--- src/rtl/sweep_pkg.sv ---
// Shared types for the raster sweep controller.
// Mode and FSM state encodings.
package sweep_pkg;

  typedef enum logic [1:0] {
    X_SWEEP  = 2'd0,
    Y_SWEEP  = 2'd1,
    DIAGONAL = 2'd2,
    RASTER   = 2'd3
  } mode_t;

  typedef enum logic [1:0] {
    IDLE   = 2'd0,
    RUN    = 2'd1,
    PAUSED = 2'd2,
    DONE   = 2'd3
  } state_t;

endpackage

--- src/rtl/sweep_prescaler.sv ---
// Step-rate divider: counts 0..div while run is high.
// tick marks the last cycle of each step period.
module sweep_prescaler #(
  parameter int DIV_W = 16
) (
  input  logic             clk,
  input  logic             rst,
  input  logic             run,
  input  logic             clear,
  input  logic [DIV_W-1:0] div,
  output logic             tick
);

  logic [DIV_W-1:0] cnt;

  assign tick = run && (cnt == div);

  always_ff @(posedge clk or negedge rst) begin
    if (!rst) begin
      cnt <= '0;
    end else if (clear) begin
      cnt <= '0;
    end else if (run) begin
      cnt <= tick ? '0 : cnt + 1'b1;
    end
  end

endmodule

--- src/rtl/sweep_controller.sv ---
// Sweep controller: FSM, raster step/line counters and
// registered enable pulses for two triangle generators.
module sweep_controller
  import sweep_pkg::*;
#(
  parameter int N     = 8,
  parameter int DIV_W = 16
) (
  input  logic             clk,
  input  logic             rst,
  input  logic             start,
  input  logic             stop,
  input  logic             pause,
  input  logic [1:0]       mode,
  input  logic [DIV_W-1:0] div,
  output logic             ena_x,
  output logic             ena_y,
  output logic             busy,
  output logic             done
);

  localparam logic [N-1:0] MAX = '1;

  state_t           state;
  state_t           state_nx;
  mode_t            mode_q;
  logic [DIV_W-1:0] div_q;
  logic [N-1:0]     xcnt;
  logic [N-1:0]     line_cnt;
  logic             launch;
  logic             frame_end;
  logic             run;
  logic             tick;

  assign launch = ((state == IDLE) || (state == DONE))
               && start && !stop && !pause;

  // Counters sit at MAX/MAX only after the last x-step of a frame.
  assign frame_end = (mode_q == RASTER)
                  && (xcnt == MAX) && (line_cnt == MAX);

  assign run = (state == RUN) && !stop && !pause && !frame_end;

  sweep_prescaler #(
    .DIV_W(DIV_W)
  ) u_prescaler (
    .clk  (clk),
    .rst  (rst),
    .run  (run),
    .clear(launch),
    .div  (div_q),
    .tick (tick)
  );

  always_comb begin
    state_nx = state;
    unique case (state)
      IDLE: begin
        if (launch) state_nx = RUN;
      end
      RUN: begin
        if (stop)           state_nx = IDLE;
        else if (pause)     state_nx = PAUSED;
        else if (frame_end) state_nx = DONE;
      end
      PAUSED: begin
        if (stop)        state_nx = IDLE;
        else if (!pause) state_nx = RUN;
      end
      DONE: begin
        if (stop)        state_nx = IDLE;
        else if (launch) state_nx = RUN;
      end
    endcase
  end

  always_ff @(posedge clk or negedge rst) begin
    if (!rst) begin
      state    <= IDLE;
      busy     <= 1'b0;
      done     <= 1'b0;
      ena_x    <= 1'b0;
      ena_y    <= 1'b0;
      mode_q   <= X_SWEEP;
      div_q    <= '0;
      xcnt     <= '0;
      line_cnt <= '0;
    end else begin
      state <= state_nx;
      busy  <= (state_nx == RUN) || (state_nx == PAUSED);
      done  <= (state_nx == DONE);
      ena_x <= 1'b0;
      ena_y <= 1'b0;
      if (launch) begin
        mode_q   <= mode_t'(mode);
        div_q    <= div;
        xcnt     <= '0;
        line_cnt <= '0;
      end
      if (tick) begin
        unique case (mode_q)
          X_SWEEP: ena_x <= 1'b1;
          Y_SWEEP: ena_y <= 1'b1;
          DIAGONAL: begin
            ena_x <= 1'b1;
            ena_y <= 1'b1;
          end
          RASTER: begin
            if (xcnt == MAX) begin
              ena_y    <= 1'b1;
              xcnt     <= '0;
              line_cnt <= line_cnt + 1'b1;
            end else begin
              ena_x <= 1'b1;
              xcnt  <= xcnt + 1'b1;
            end
          end
        endcase
      end
    end
  end

endmodule

--- config.mk ---
export PLATFORM = sky130hd
export DESIGN_NAME = sweep_controller
export DESIGN_NICKNAME = d
export VERILOG_FILES = /design/src/rtl/sweep_pkg.sv /design/src/rtl/sweep_prescaler.sv /design/src/rtl/sweep_controller.sv
export SDC_FILE = /design/constraint.sdc
export NUM_CORES = 1
export LEC_CHECK = 0
export CORE_ASPECT_RATIO = 1.25
export CORE_UTILIZATION = 30
export CTS_BUF_LIST = sky130_fd_sc_hd__clkbuf_2 sky130_fd_sc_hd__clkbuf_4 sky130_fd_sc_hd__clkbuf_8
export CTS_CLUSTER_DIAMETER = 120
export DETAILED_ROUTE_END_ITERATION = 8
export SYNTH_ARGS = -nofsm -noshare
export SYNTH_HDL_FRONTEND = slang
export SYNTH_SLANG_ARGS = --single-unit
--- constraint.sdc ---
create_clock -name clk -period 3.2 [get_ports clk]
set_clock_uncertainty 0.05 [all_clocks]
set_input_delay 0.32 -clock clk [delete_from_list [all_inputs] [get_ports clk]]
set_output_delay 0.32 -clock clk [all_outputs]
set_load 0.03 [all_outputs]
==> results of run 1 <==
## power groups by stage
stage,Clock [mW],Sequential [mW],Combinational (mW)
after floorplan,0,0.969,0.437
after CTS,0.440,0.971,0.624
after global routing,0.465,0.992,0.699
after global placement,0,0.978,0.601
final,0.415,0.967,0.607
after detailed placement,0,0.986,0.622
## cells by family (layout without fill, tap and decap cells)
kind of cell	count (synthesis)	count (layout)
multiplexers	1	1
adder cells (fa/ha/maj)	12	12
AND/OR/NAND/NOR	156	156
XOR/XNOR	32	32
buffers and inverters	22	51
AO/OA/AOI/OAI	51	51
flip-flops	56	56
## Yosys cell counts, types with 2 or more instances
master     instances
dfrtp_1           56
nand3b_1           3
a211oi_1           3
nand3_1           10
a21oi_1            7
o2111ai_1          4
nor4_1             2
o21ai_0           17
ha_1              12
buf_2              4
xor2_1            11
and4_1             2
o21bai_1           5
a31o_2             2
inv_1             11
clkbuf_1           3
nand2_1           73
a21o_1             6
nor3_1             6
xnor2_1           21
a211o_1            2
nor2_1            28
nand4_1            7
buf_6              3
nor3b_2            2
and3_1            11
nor3b_1            3
## cell type report
cell class	count	area share (%)
clock buffers	7	2.49
clock inverters	1	0.208
inverters	11	1.14
multi-input cells	252	44.5
flip-flops and latches	56	38.8
well taps	129	4.47
repair buffers	32	8.38
## per-stage QoR
stage / hold slack (ns) / cells
floorplan: -0.0256 / 330
detailed placement: 0.297 / 479
global placement: 0.289 / 479
CTS: 0.461 / 488
global route: 0.472 / 488
finish: 0.454 / 488
## worst max path at each step
stage          endpoint  slack, ns  cells after the start
5_1_grt            busy       0.49                      9
3_3_place_gp       busy       0.65                      8
3_5_place_dp       busy       0.60                      7
2_1_floorplan      busy       0.95                      8
4_1_cts            busy       0.68                      8
6_report           busy       0.72                      8
## metal layers
metal | global-route usage (%) | routed length (um) | vias up
li1 | - | - | 1180
met1 | 16.2 | 2850 | 1118
met2 | 24.6 | 3310 | 34
met3 | 2.43 | 149 | 8
met4 | 4.41 | 99 | 0
met5 | 0 | 0 | -
## worst reg2reg max path: cells and delay by family (launching register included)
kind,cells,cell delay [ns]
buffers and inverters,2,0.33
AND/OR/NAND/NOR,4,0.89
adder cells (fa/ha/maj),2,0.62
flip-flops,1,0.49
## sequential cells by signal (all words and copies together) (netlist names)
name,flops
div_q,16
u_prescaler.cnt,16
line_cnt,8
xcnt,8
mode_q,2
state,2
busy,1
done,1
ena_x,1
ena_y,1
## layout by cell type, fill, tap and decap left out, types with 3 or more instances in the layout
cell type         n
nand2_1          73
dfrtp_1          56
nor2_1           28
clkdlybuf4s50_1  25
xnor2_1          21
o21ai_0          17
ha_1             12
inv_1            11
and3_1           11
xor2_1           11
nand3_1          10
a21oi_1           7
nand4_1           7
nor3_1            6
a21o_1            6
clkbuf_8          6
o21bai_1          5
buf_4             5
o2111ai_1         4
nor3b_1           3
nand3b_1          3
a211oi_1          3
==> results.ini, run 1 <==
[finish]
num-fill-cells = 1050
multi_input_area_mm2 = 0.00161
nets = 393
drive_above_1_share_pct = 7.80
diodes = 0
area_growth_pct = 16.1
regArea_mm2 = 0.00140
postLayoutCellArea_mm2 = 0.00361
final_util_pct = 35.8

[placed_design]
gp_congestion = 0.798
port_buffers = 26
post-place-ws_ns = 0.598
dpl.hpwl_um = 4710
dpl_cell_area_mm2 = 0.00351

[yosys]
synthTopCellsByArea = dfrtp_1 (45%), nand2_1 (8.8%), xnor2_1 (5.9%)
yosysTopAreaCellShare_pct = 45.0
seq_area_frac_synth_pct = 45.0
synth_cell_types = 43
avgSynthCellArea_um2 = 9.43
syn-num-nets = 365
synth_top_family_by_area = simple AND/OR/NAND/NOR gates
synthSimpleGateAreaFrac_pct = 25.4
yosysWarnings = 0
syn_inst = 330
yosys.area.top_type = dfrtp_1
synth_fa_ha_area_share_pct = 4.82
ys_ff_latch = 56
netlist_area_mm2 = 0.00311
synth_compound_area_share_pct = 11.9
synthArstFlopShare_pct = 100
synth_enable_flop_cells = 0
synth_flop_cell = dfrtp_1
muxShareOfSynthArea_pct = 0.322
yosys.area_share.xor_xnor_pct = 9.00

[worst_setup_path]
crit_family = simple AND/OR/NAND/NOR gates
cpPeakStageDelay_ns = 0.49
r2r_start = state[0]
path_cells = inv_1 > ha_1 > or4b_1 > buf_4 > nand2_1 > nor2_1 > nor3_1 > ha_1
worstPathMaxFanout = 25
crit_path_end_kind = flop
r2r_cells = 8
cp_num_buf_inv = 2
cp_common_cell = ha_1
critPathLaunch = state[0]
worstPathArrival_ns = 2.65
cp.required_ns = 3.36
r2r_slack_ns = 0.72
r2r-end = busy
crit_type = flop to flop
crit_path_top_delay_cell = dfrtp_1
start_kind = flop

[detailed_routing]
drc = 0
routed_wirelength_um = 6410
first_pass_iters = 4
drt.antenna.violating_nets = 0
wl_per_cell_um = 13.1
vias = 2340
drtIter0Drc = 102
vias_per_cell = 4.80

[die]
die_h_um = 116
start_util_pct = 30.8
dieWidth_um = 93.1
fp-row-count = 41
dieArea_mm2 = 0.0108
ioPinCount = 27
core_region_area_mm2 = 0.0101

[timing]
setup_viol = 0
fin_crit_sh_pct = 77.6
rsz0062_at_grt = false
slew_headroom_pct = 62.6
setup_tns_ns = 0
tightest_slew_ns = 0.561
setup_ws_ns = 0.715
min_period_ns = 2.48
finalHoldViolations = 0
max_freq_mhz = 402
slew_violations = 0

[clock_network]
cts_tree = done
post-cts-setup-buffers = 0
cts.sink_count = 56
clkLatencyLatePin_ns = 0.32
cts_buffers = 5
cts_resized = 0
h-tree-depth = 2
clk_pin_slew_worst_paths_ns = 0.10
cts_root_buf = clkbuf_8
hold_buffers = 1
clockBufferDepth = 2

[pwr]
peakVddDrop_uv = 218
p_clk_share_pct = 20.9
powerDensity_mw_per_mm2 = 550
seqPwrFrac_pct = 48.6
p_sw_share_pct = 34.3
total_power_mw = 1.99
power_switching_uw = 683
leakagePower_nw = 1.64
combPwrFrac_pct = 30.5
cellInternalPower_mw = 1.31

[run_status]
status = finished clean

[grt]
grt_pass1_vias = 2519
grt_usage_pct = 13.6
grt_pass1_wl_um = 11600
grt_start_max_net_pins = 31
grt_overflow = 0
antenna_found_initial = 0

[worst_hold_path]
min_delay_path_depth = 2
hold_start = div_q[9]
hold_class = flop to flop
holdPathEnd = div_q[9]

[flow_run]
cap_violations = 0

Power figures use the tool's default switching activity.
==> run 2: changes to the inputs <==
- clock period: 3.2 -> 2.2 ns (I/O delays scaled with it)
==> results.ini, run 2 (synthesis gave the netlist of run 1 again) <==
[placed_design]
dpl_cell_area_mm2 = 0.00374
port_buffers = 26
dpl.hpwl_um = 4850
gp_congestion = 0.821

[grt]
grt_pass1_wl_um = 11100
grt_usage_pct = 12.9
antenna_found_initial = 0
grt_overflow = 0
grt_start_max_net_pins = 57
grt_pass1_vias = 2411

[pwr]
seqPwrFrac_pct = 46.1
p_sw_share_pct = 34.1
leakagePower_nw = 1.80
combPwrFrac_pct = 34.9
power_switching_mw = 1.04
powerDensity_mw_per_mm2 = 781
peakVddDrop_uv = 432
p_clk_share_pct = 19.1
cellInternalPower_mw = 2.01

[timing]
rsz0062_at_grt = false
setup_viol = 0
max_freq_mhz = 478
slew_violations = 0
min_period_ns = 2.09
whs_ns = -0.0214
slew_headroom_pct = 52.5
finalHoldViolations = 14
tightest_slew_ns = 0.712
fin_crit_sh_pct = 95.1
setup_tns_ns = 0

[finish]
area_growth_pct = 25.1
nets = 419
postLayoutCellArea_mm2 = 0.00389
diodes = 0
num-fill-cells = 997
drive_above_1_share_pct = 17.1
layout_commonest_cell = nand2_1
top_regs = div_q x16, u_prescaler.cnt x16
mostFrequentLayoutCells = nand2_1 (73), dfrtp_1 (55), buf_4 (28), nor2_1 (27), clkdlybuf4s50_1 (25)

[detailed_routing]
wl_per_cell_um = 12.6
first_pass_iters = 4
drt.antenna.violating_nets = 0
routed_wirelength_um = 6470
vias = 2417
drc = 0
drtIter0Drc = 99
vias_per_cell = 4.70

[worst_setup_path]
start_kind = flop
worstPathMaxFanout = 5
crit_path_end_kind = flop
crit_end = u_prescaler.cnt[10]
r2r_cells = 8
worstPathArrival_ns = 2.29
r2r-end = u_prescaler.cnt[10]
r2r_start = xcnt[0]
critPathLaunch = xcnt[0]
cp.required_ns = 2.39
crit_type = flop to flop
r2r_slack_ns = 0.11

[die]
die_h_um = 116
core_region_area_mm2 = 0.0101
dieArea_mm2 = 0.0108
start_util_pct = 30.8
dieWidth_um = 93.1
ioPinCount = 27
fp-row-count = 41

[clock_network]
clkLatencyLatePin_ns = 0.31
cts_root_buf = clkbuf_8
hold_buffers = 0
cts_tree = done
h-tree-depth = 2
cts.sink_count = 56
cts_buffers = 5
clk_pin_slew_worst_paths_ns = 0.10
clockBufferDepth = 2

[worst_hold_path]
hold_class = input port to asynchronous set/reset pin

[run_status]
status = complete, but fails checks
violations = negative hold slack

[flow_run]
cap_violations = 0

run 2: cell count changes in the layout (fill, tap and decap cells not counted), sizes merged:
cell / delta
clkinvlp: -1
clkbuf: -1
clkinv: +2
dlygate4sd3: -1
buf: +27
run 2: power groups by stage:
stage / Sequential (mW) / Clock [mW] / Combinational (mW)
finish: 1.40 / 0.579 / 1.06
global route: 1.43 / 0.638 / 1.21
CTS: 1.40 / 0.604 / 1.02
floorplan: 1.41 / 0 / 0.655
detailed placement: 1.42 / 0 / 1.02
global placement: 1.42 / 0 / 0.998
run 2: per-layer routing:
metal	track usage [%]	part of all wire, %
met4	3.38	0.96
met2	23.9	50
met1	15.7	47
met5	0	0
met3	1.77	2.2
run 2: area by class of cell:
| type | count | area (um^2) | area share (%) |
|---|---|---|---|
| clock inverters | 2 | 10.0 | 0.257 |
| clock buffers | 6 | 82.6 | 2.12 |
| inverters | 11 | 41.3 | 1.06 |
| multi-input cells | 252 | 1660 | 42.6 |
| repair buffers | 58 | 537 | 13.8 |
| flip-flops and latches | 56 | 1400 | 36.0 |
| well taps | 129 | 161 | 4.15 |
run 2: worst min path at each step:
stage / startpoint / end / slack [ns] / cells past startpoint
finish: rst / xcnt[4] / -0.02 / 2
global route: rst / done / 0.06 / 2
CTS: rst / done / 0.02 / 2
detailed placement: rst / done / 0.35 / 2
global placement: rst / busy / 0.36 / 2
floorplan: rst / busy / -0.13 / 0
run 2: repair_timing:
action,in CTS,in global routing
gates resized for setup,0,13
buffers inserted,0,2
setup endpoints to repair,0,14
endpoints found under the hold margin,0,0
run 2: critical path, cell delays in order (launching register included):
cell and delay (ns):
dfrtp_1 0.42, ha_1 0.22, and4_1 0.22, and4_2 0.30
a211oi_2 0.24, buf_4 0.17, o2111ai_1 0.15, xor2_1 0.17
nor2_1 0.09
run 2: metrics by stage:
stage	setup slack [ns]	utilization, %	std cells	hold slack (ns)	power, mW
finish	0.108	38.5	514	-0.0214	3.04
floorplan	0.00340	-	330	-0.126	2.06
global placement	0.0829	37.0	504	0.362	2.41
CTS	0.0225	37.9	512	0.0183	3.02
global route	0.00179	38.5	514	0.0642	3.28
detailed placement	0.0388	37.0	504	0.350	2.44
